<file path="src/rtl/dcache_wb_stage.sv">
// Direct-mapped write-back data cache for the MEM stage.
// Misses stall the pipe while a word-serial cs/ack port writes back the victim and fills the line.
`timescale 1ns/1ps

module dcache_byte_lane (
  input  logic       sel,
  input  logic [7:0] old_byte,
  input  logic [7:0] new_byte,
  output logic [7:0] merged_byte
);
  assign merged_byte = sel ? new_byte : old_byte;
endmodule

module dcache_wb_stage #(
  parameter int ADDR_W         = 32,
  parameter int DATA_W         = 32,
  parameter int LINES          = 16,
  parameter int WORDS_PER_LINE = 4
) (
  input  logic                clock,
  input  logic                reset,
  input  logic                cpu_en,
  input  logic                read_en,
  input  logic                write_en,
  input  logic [DATA_W/8-1:0] byte_en,
  input  logic [ADDR_W-1:0]   cpu_addr,
  input  logic [DATA_W-1:0]   store_data,
  output logic [DATA_W-1:0]   load_data,
  output logic                stall,
  output logic                mem_cs,
  output logic                mem_we,
  output logic [ADDR_W-1:0]   mem_addr,
  output logic [DATA_W-1:0]   mem_wdata,
  input  logic [DATA_W-1:0]   mem_rdata,
  input  logic                mem_ack
);
  localparam int NB = DATA_W / 8;
  localparam int BB = $clog2(NB);
  localparam int WO = $clog2(WORDS_PER_LINE);
  localparam int IW = $clog2(LINES);
  localparam int TW = ADDR_W - IW - WO - BB;
  localparam int CW = (WO > 0) ? WO : 1;
  localparam int DW = $clog2(LINES * WORDS_PER_LINE);

  typedef enum logic [1:0] {IDLE, WB, FILL, DONE} state_t;

  state_t                state_q, state_d;
  logic [CW-1:0]         cnt_q;
  logic [LINES-1:0]      valid_q, dirty_q;
  logic [TW-1:0]         tag_arr  [LINES];
  logic [DATA_W-1:0]     data_arr [LINES*WORDS_PER_LINE];

  logic [IW-1:0]         idx;
  logic [TW-1:0]         req_tag;
  logic [CW-1:0]         off;
  logic [DW-1:0]         word_ptr, fill_ptr;
  logic                  req, hit, last, store_hit;
  logic [DATA_W-1:0]     rd_word;
  logic [NB-1:0][7:0]    merged;
  logic [ADDR_W-1:0]     line_off, wb_addr, fill_addr;
  logic                  unused_addr_bits;

  assign idx     = cpu_addr[BB+WO +: IW];
  assign req_tag = cpu_addr[ADDR_W-1 -: TW];

  generate
    if (WO > 0) begin : g_off
      assign off = cpu_addr[BB +: WO];
    end else begin : g_no_off
      assign off = '0;
    end
  endgenerate

  assign unused_addr_bits = ^cpu_addr;

  assign word_ptr  = (DW'(idx) << WO) | DW'(off);
  assign fill_ptr  = (DW'(idx) << WO) | DW'(cnt_q);
  assign req       = cpu_en & (read_en | write_en);
  assign hit       = valid_q[idx] & (tag_arr[idx] == req_tag);
  assign last      = (cnt_q == CW'(WORDS_PER_LINE - 1));
  assign store_hit = (state_q == IDLE) & req & write_en & hit;
  assign rd_word   = data_arr[word_ptr];
  assign load_data = reset ? '0 : rd_word;

  // Byte-enable merge of store data over the currently stored word
  for (genvar i = 0; i < NB; i++) begin : g_lane
    dcache_byte_lane u_lane (
      .sel         (byte_en[i]),
      .old_byte    (rd_word[8*i +: 8]),
      .new_byte    (store_data[8*i +: 8]),
      .merged_byte (merged[i])
    );
  end

  // Word address = {tag, index, word counter, byte zeros}
  assign line_off  = (ADDR_W'(idx) << (BB + WO)) | (ADDR_W'(cnt_q) << BB);
  assign wb_addr   = (ADDR_W'(tag_arr[idx]) << (ADDR_W - TW)) | line_off;
  assign fill_addr = (ADDR_W'(req_tag) << (ADDR_W - TW)) | line_off;

  always_comb begin
    state_d   = state_q;
    stall     = 1'b0;
    mem_cs    = 1'b0;
    mem_we    = 1'b0;
    mem_addr  = '0;
    mem_wdata = '0;
    case (state_q)
      IDLE: if (req && !hit) begin
        stall   = 1'b1;
        state_d = (valid_q[idx] && dirty_q[idx]) ? WB : FILL;
      end
      WB: begin
        stall     = 1'b1;
        mem_cs    = 1'b1;
        mem_we    = 1'b1;
        mem_addr  = wb_addr;
        mem_wdata = data_arr[fill_ptr];
        if (mem_ack && last) state_d = FILL;
      end
      FILL: begin
        stall    = 1'b1;
        mem_cs   = 1'b1;
        mem_addr = fill_addr;
        if (mem_ack && last) state_d = DONE;
      end
      DONE: begin
        stall   = 1'b1;
        state_d = IDLE;
      end
      default: state_d = IDLE;
    endcase
    // A miss against the cleared arrays must not freeze the pipe while reset is held
    if (reset) stall = 1'b0;
  end

  always_ff @(posedge clock or posedge reset) begin
    if (reset) begin
      state_q <= IDLE;
      cnt_q   <= '0;
      valid_q <= '0;
      dirty_q <= '0;
    end else begin
      state_q <= state_d;
      case (state_q)
        IDLE: if (store_hit) dirty_q[idx] <= 1'b1;
        WB: if (mem_ack) begin
          if (last) begin
            cnt_q        <= '0;
            dirty_q[idx] <= 1'b0;
          end else begin
            cnt_q <= cnt_q + CW'(1);
          end
        end
        FILL: if (mem_ack) begin
          if (last) begin
            cnt_q        <= '0;
            valid_q[idx] <= 1'b1;
            dirty_q[idx] <= 1'b0;
          end else begin
            cnt_q <= cnt_q + CW'(1);
          end
        end
        default: ;
      endcase
    end
  end

  // Storage arrays carry no reset; valid bits alone qualify their contents
  always_ff @(posedge clock) begin
    if (state_q == FILL && mem_ack) begin
      data_arr[fill_ptr] <= mem_rdata;
      if (last) tag_arr[idx] <= req_tag;
    end else if (store_hit) begin
      data_arr[word_ptr] <= merged;
    end
  end

endmodule

</file>
<file path="config.mk">
export PLATFORM = sky130hd
export DESIGN_NAME = dcache_wb_stage
export DESIGN_NICKNAME = d
export VERILOG_FILES = /design/src/rtl/dcache_wb_stage.sv
export SDC_FILE = /design/constraint.sdc
export NUM_CORES = 2
export LEC_CHECK = 0
export BUFFER_PORTS_ARGS = -buffer_cell sky130_fd_sc_hd__buf_2
export CAP_MARGIN = 20
export CORE_MARGIN = 4
export CORE_UTILIZATION = 40
export CTS_BUF_LIST = sky130_fd_sc_hd__clkbuf_8
export DETAILED_ROUTE_END_ITERATION = 12
export SYNTH_ARGS = -nofsm -noshare
export SYNTH_HDL_FRONTEND = slang
export SYNTH_SLANG_ARGS = --single-unit
</file>
<file path="constraint.sdc">
create_clock -name clock -period 6.5 [get_ports clock]
set_input_delay 0.325 -clock clock [delete_from_list [all_inputs] [get_ports clock]]
set_output_delay 0.325 -clock clock [all_outputs]
set_load 0.01 [all_outputs]
</file>
==> results_dict.tcl <==
set metrics [dict create \
    postCtsSetupBuffers 0 \
    fp.dieW_um 539 \
    crit_path_end_kind "output port" \
    synth_cell_type_count 71 \
    cp_max_fo 105 \
    finalWorstPathRequiredPeriod_ns 5.23 \
    clk_latency_ns 1.05 \
    fin_tns_setup_ns 0 \
    path_cells "buf_12, mux4_2, mux4_2, mux4_2, and2_1, buf_2" \
    cp_data_arrival_time_ns 4.90 \
    cts-root-buf "clkbuf_8" \
    wl_per_cell_um 37.8 \
    status "finished with violations" \
    die_area_um2 291000 \
    maxCapViolCount 0 \
    synth_cells 5435 \
    ys_ff_latch 2468 \
    grt-ovfl-total 0 \
    vias 65100 \
    ioPinCount 205 \
    cp_slowest_cell "dfrtp_4" \
    synth_enable_flop_cells 2432 \
    setup_violations 0 \
    cts.sinks 2468 \
    start_util_pct 40.3 \
    synth_area_per_cell_um2 20.8 \
    yosys.area.top_type "edfxtp_1" \
    finalMaxSlewViolations 0 \
    p_leak_nw 41.4 \
    synthToLayoutAreaGrowth_pct 14.6 \
    grt_max_degree 106 \
    cp_top_family "multiplexers" \
    crit_buf_inv 2 \
    synth_area_leaders "edfxtp_1, mux4_2, mux2i_1" \
    coreArea_um2 280000 \
    viasPerCell 6.44 \
    rsz0062_at_grt "false" \
    ys.flop_type "edfxtp_1" \
    place.gp.congestion 0.832 \
    grt_pass1_vias 65500 \
    synth_seq_area_share_pct 65.5 \
    timing.fmax_ghz 0.191 \
    start_kind "flip-flop" \
    nNetsFinal 6160 \
    drive_gt1_share_pct 39.6 \
    drt_drc_violations_left 0 \
    cts_buffers 412 \
    period_share_pct 80.4 \
    synth_top_area_share_pct 64.7 \
    ir_worst_vdd_mv 0.222 \
    cts_tree "built" \
    critPathKind "flip-flop to output port" \
    path_clk_slew_ns 0.06 \
    slew_headroom_pct 20.6 \
    grt_pass1_wl_um 526000 \
    dpl.hpwl_um 224000 \
    power.density_nw_per_um2 310 \
    slowest_delay_ns 1.19 \
    hold_path.class "input port to flip-flop" \
    wl_um 382000 \
    required_ns 6.17 \
    clock_path_buffers 4 \
    postRouteAntennaNets 0 \
    fin_area_um2 129000 \
    holdWs_ns -0.000564 \
    antenna_found_initial 17 \
    htree_levels 5 \
    violations "negative hold slack" \
    grt_usage_pct 25.8 \
    fin_skew_ns 0.117 \
    drt_pass1_iterations 5 \
    portBuffers 200 \
    num_rows 194 \
    worstMarginPinSlew_ns 1.19 \
    placed_cell_area_um2 121000 \
    die_y_um 539 \
    first_iter_violations 8395 \
    hold_viol_final 1 \
    synth_warnings 0 \
    syn-cell-area_um2 113000 \
    crit_top_cell "mux4_2" \
    async_flop_share_pct 1.46 \
]
metal layers:
metal	vias to the layer above	GRT usage, %	wire [µm]
met5	-	0	30
met4	4	10.4	17900
met2	3925	40.5	180000
met1	35500	35.4	146000
li1	24900	-	-
met3	758	5.52	38100
power by group:
part           switching [mW]  leakage (nW)  internal (mW)
sequential              0.262          22.3           17.7
clock                    6.30          4.20           6.27
combinational            4.98          14.8           4.61
total                    11.5          41.4           28.6
registers in the layout, indices dropped and copies added, names as in the netlist, named ones only:
register and count:
state_q 2, cnt_q 2, data_arr 2048, tag_arr 384, valid_q 16
cell families after synthesis:
kind of cell	after synthesis	share of synthesized area, %
flip-flops	2468	65.5
AND/OR/NAND/NOR	545	2.29
other	1	0.00332
AO/OA/AOI/OAI	422	2.50
XOR/XNOR	24	0.186
buffers and inverters	432	1.65
adder cells (fa/ha/maj)	4	0.0443
multiplexers	1539	27.8
worst reg2reg max path, cell delays in order (launching register included):
cell      delay [ns]
edfxtp_1        0.37
mux4_2          0.46
mux2i_1         0.22
xnor2_1         0.14
nor4_1          0.65
a31oi_1         0.12
nor3_1          0.40
and4_4          0.68
buf_12          0.28
mux2i_2         0.10
buf_4           0.24
nor2_4          0.16
buf_4           0.60
worst paths after layout:
check,cells after the start,endpoint,start,slack (ns)
setup / recovery,6,mem_wdata[7],cnt_q[1],1.27
hold / removal,3,data_arr[0][19],store_data[19],-0.0006
setup reg to reg,12,data_arr[21][4],tag_arr[8][13],1.58
hold reg to reg,1,valid_q[13],valid_q[13],0.46
max in group asynchronous,4,cnt_q[0],reset,5.74
min in group asynchronous,4,valid_q[10],reset,0.28
area by class of cell:
type / count / area [µm²]
fillers: 23500 / 151000
flip-flops and latches: 2468 / 73900
clock buffers: 419 / 5770
inverters: 17 / 71.3
well taps: 3724 / 4660
repair buffers: 615 / 5490
multi-input cells: 2536 / 37900
clock inverters: 306 / 1490
diodes: 13 / 32.5
placed cells by master, fill, tap and decap left out, types with 13 or more instances in the layout:
cell type,count
a21oi_1,72
a21oi_4,33
a221oi_1,23
a22o_1,17
a22oi_1,101
and2_1,37
and3_1,17
buf_12,88
buf_2,194
buf_4,259
clkbuf_8,419
clkinv_1,112
clkinv_2,35
dfrtp_1,34
diode_2,13
dlygate4sd3_1,65
edfxtp_1,2432
inv_1,148
mux2_2,82
mux2i_1,181
mux4_2,1273
nand2_1,202
nand3_1,35
nor2_1,82
nor2_4,49
nor2b_1,25
nor3_1,16
o211ai_1,15
o21ai_0,72
o22ai_1,16
or2_2,21
xnor2_1,15
cell usage after synthesis (16+ instances only):
master / instances
mux2i_1: 184
nor3_1: 19
and3_1: 17
mux2_2: 82
nand2_1: 202
o22ai_1: 16
nand3_1: 37
a21oi_1: 105
clkbuf_1: 218
a221oi_1: 23
and2_1: 36
inv_1: 16
buf_1: 77
buf_2: 101
mux4_2: 1273
dfrtp_1: 36
nor2_1: 136
a22oi_1: 101
edfxtp_1: 2432
o21ai_0: 72
or2_2: 21
nor2b_1: 27
a22o_1: 17
through the flow:
| step | power, mW | utilization (%) | instances | setup WS (ns) |
|---|---|---|---|---|
| 2_1_floorplan | 24.6 | - | 5436 | 1.53 |
| 3_3_place_gp | 27.7 | 43.1 | 9264 | 0.948 |
| 3_5_place_dp | 27.8 | 43.1 | 9267 | 0.889 |
| 4_1_cts | 40.3 | 45.8 | 10000 | 1.15 |
| 5_1_grt | 41.6 | 46.2 | 10100 | 1.11 |
| 6_report | 40.1 | 46.2 | 10100 | 1.27 |
what timing repair did:
item	4_1_cts	5_1_grt
gates resized for setup	0	0
endpoints found under the hold margin	388	308
hold buffers	25	40
(Power assumes the default switching activity.)
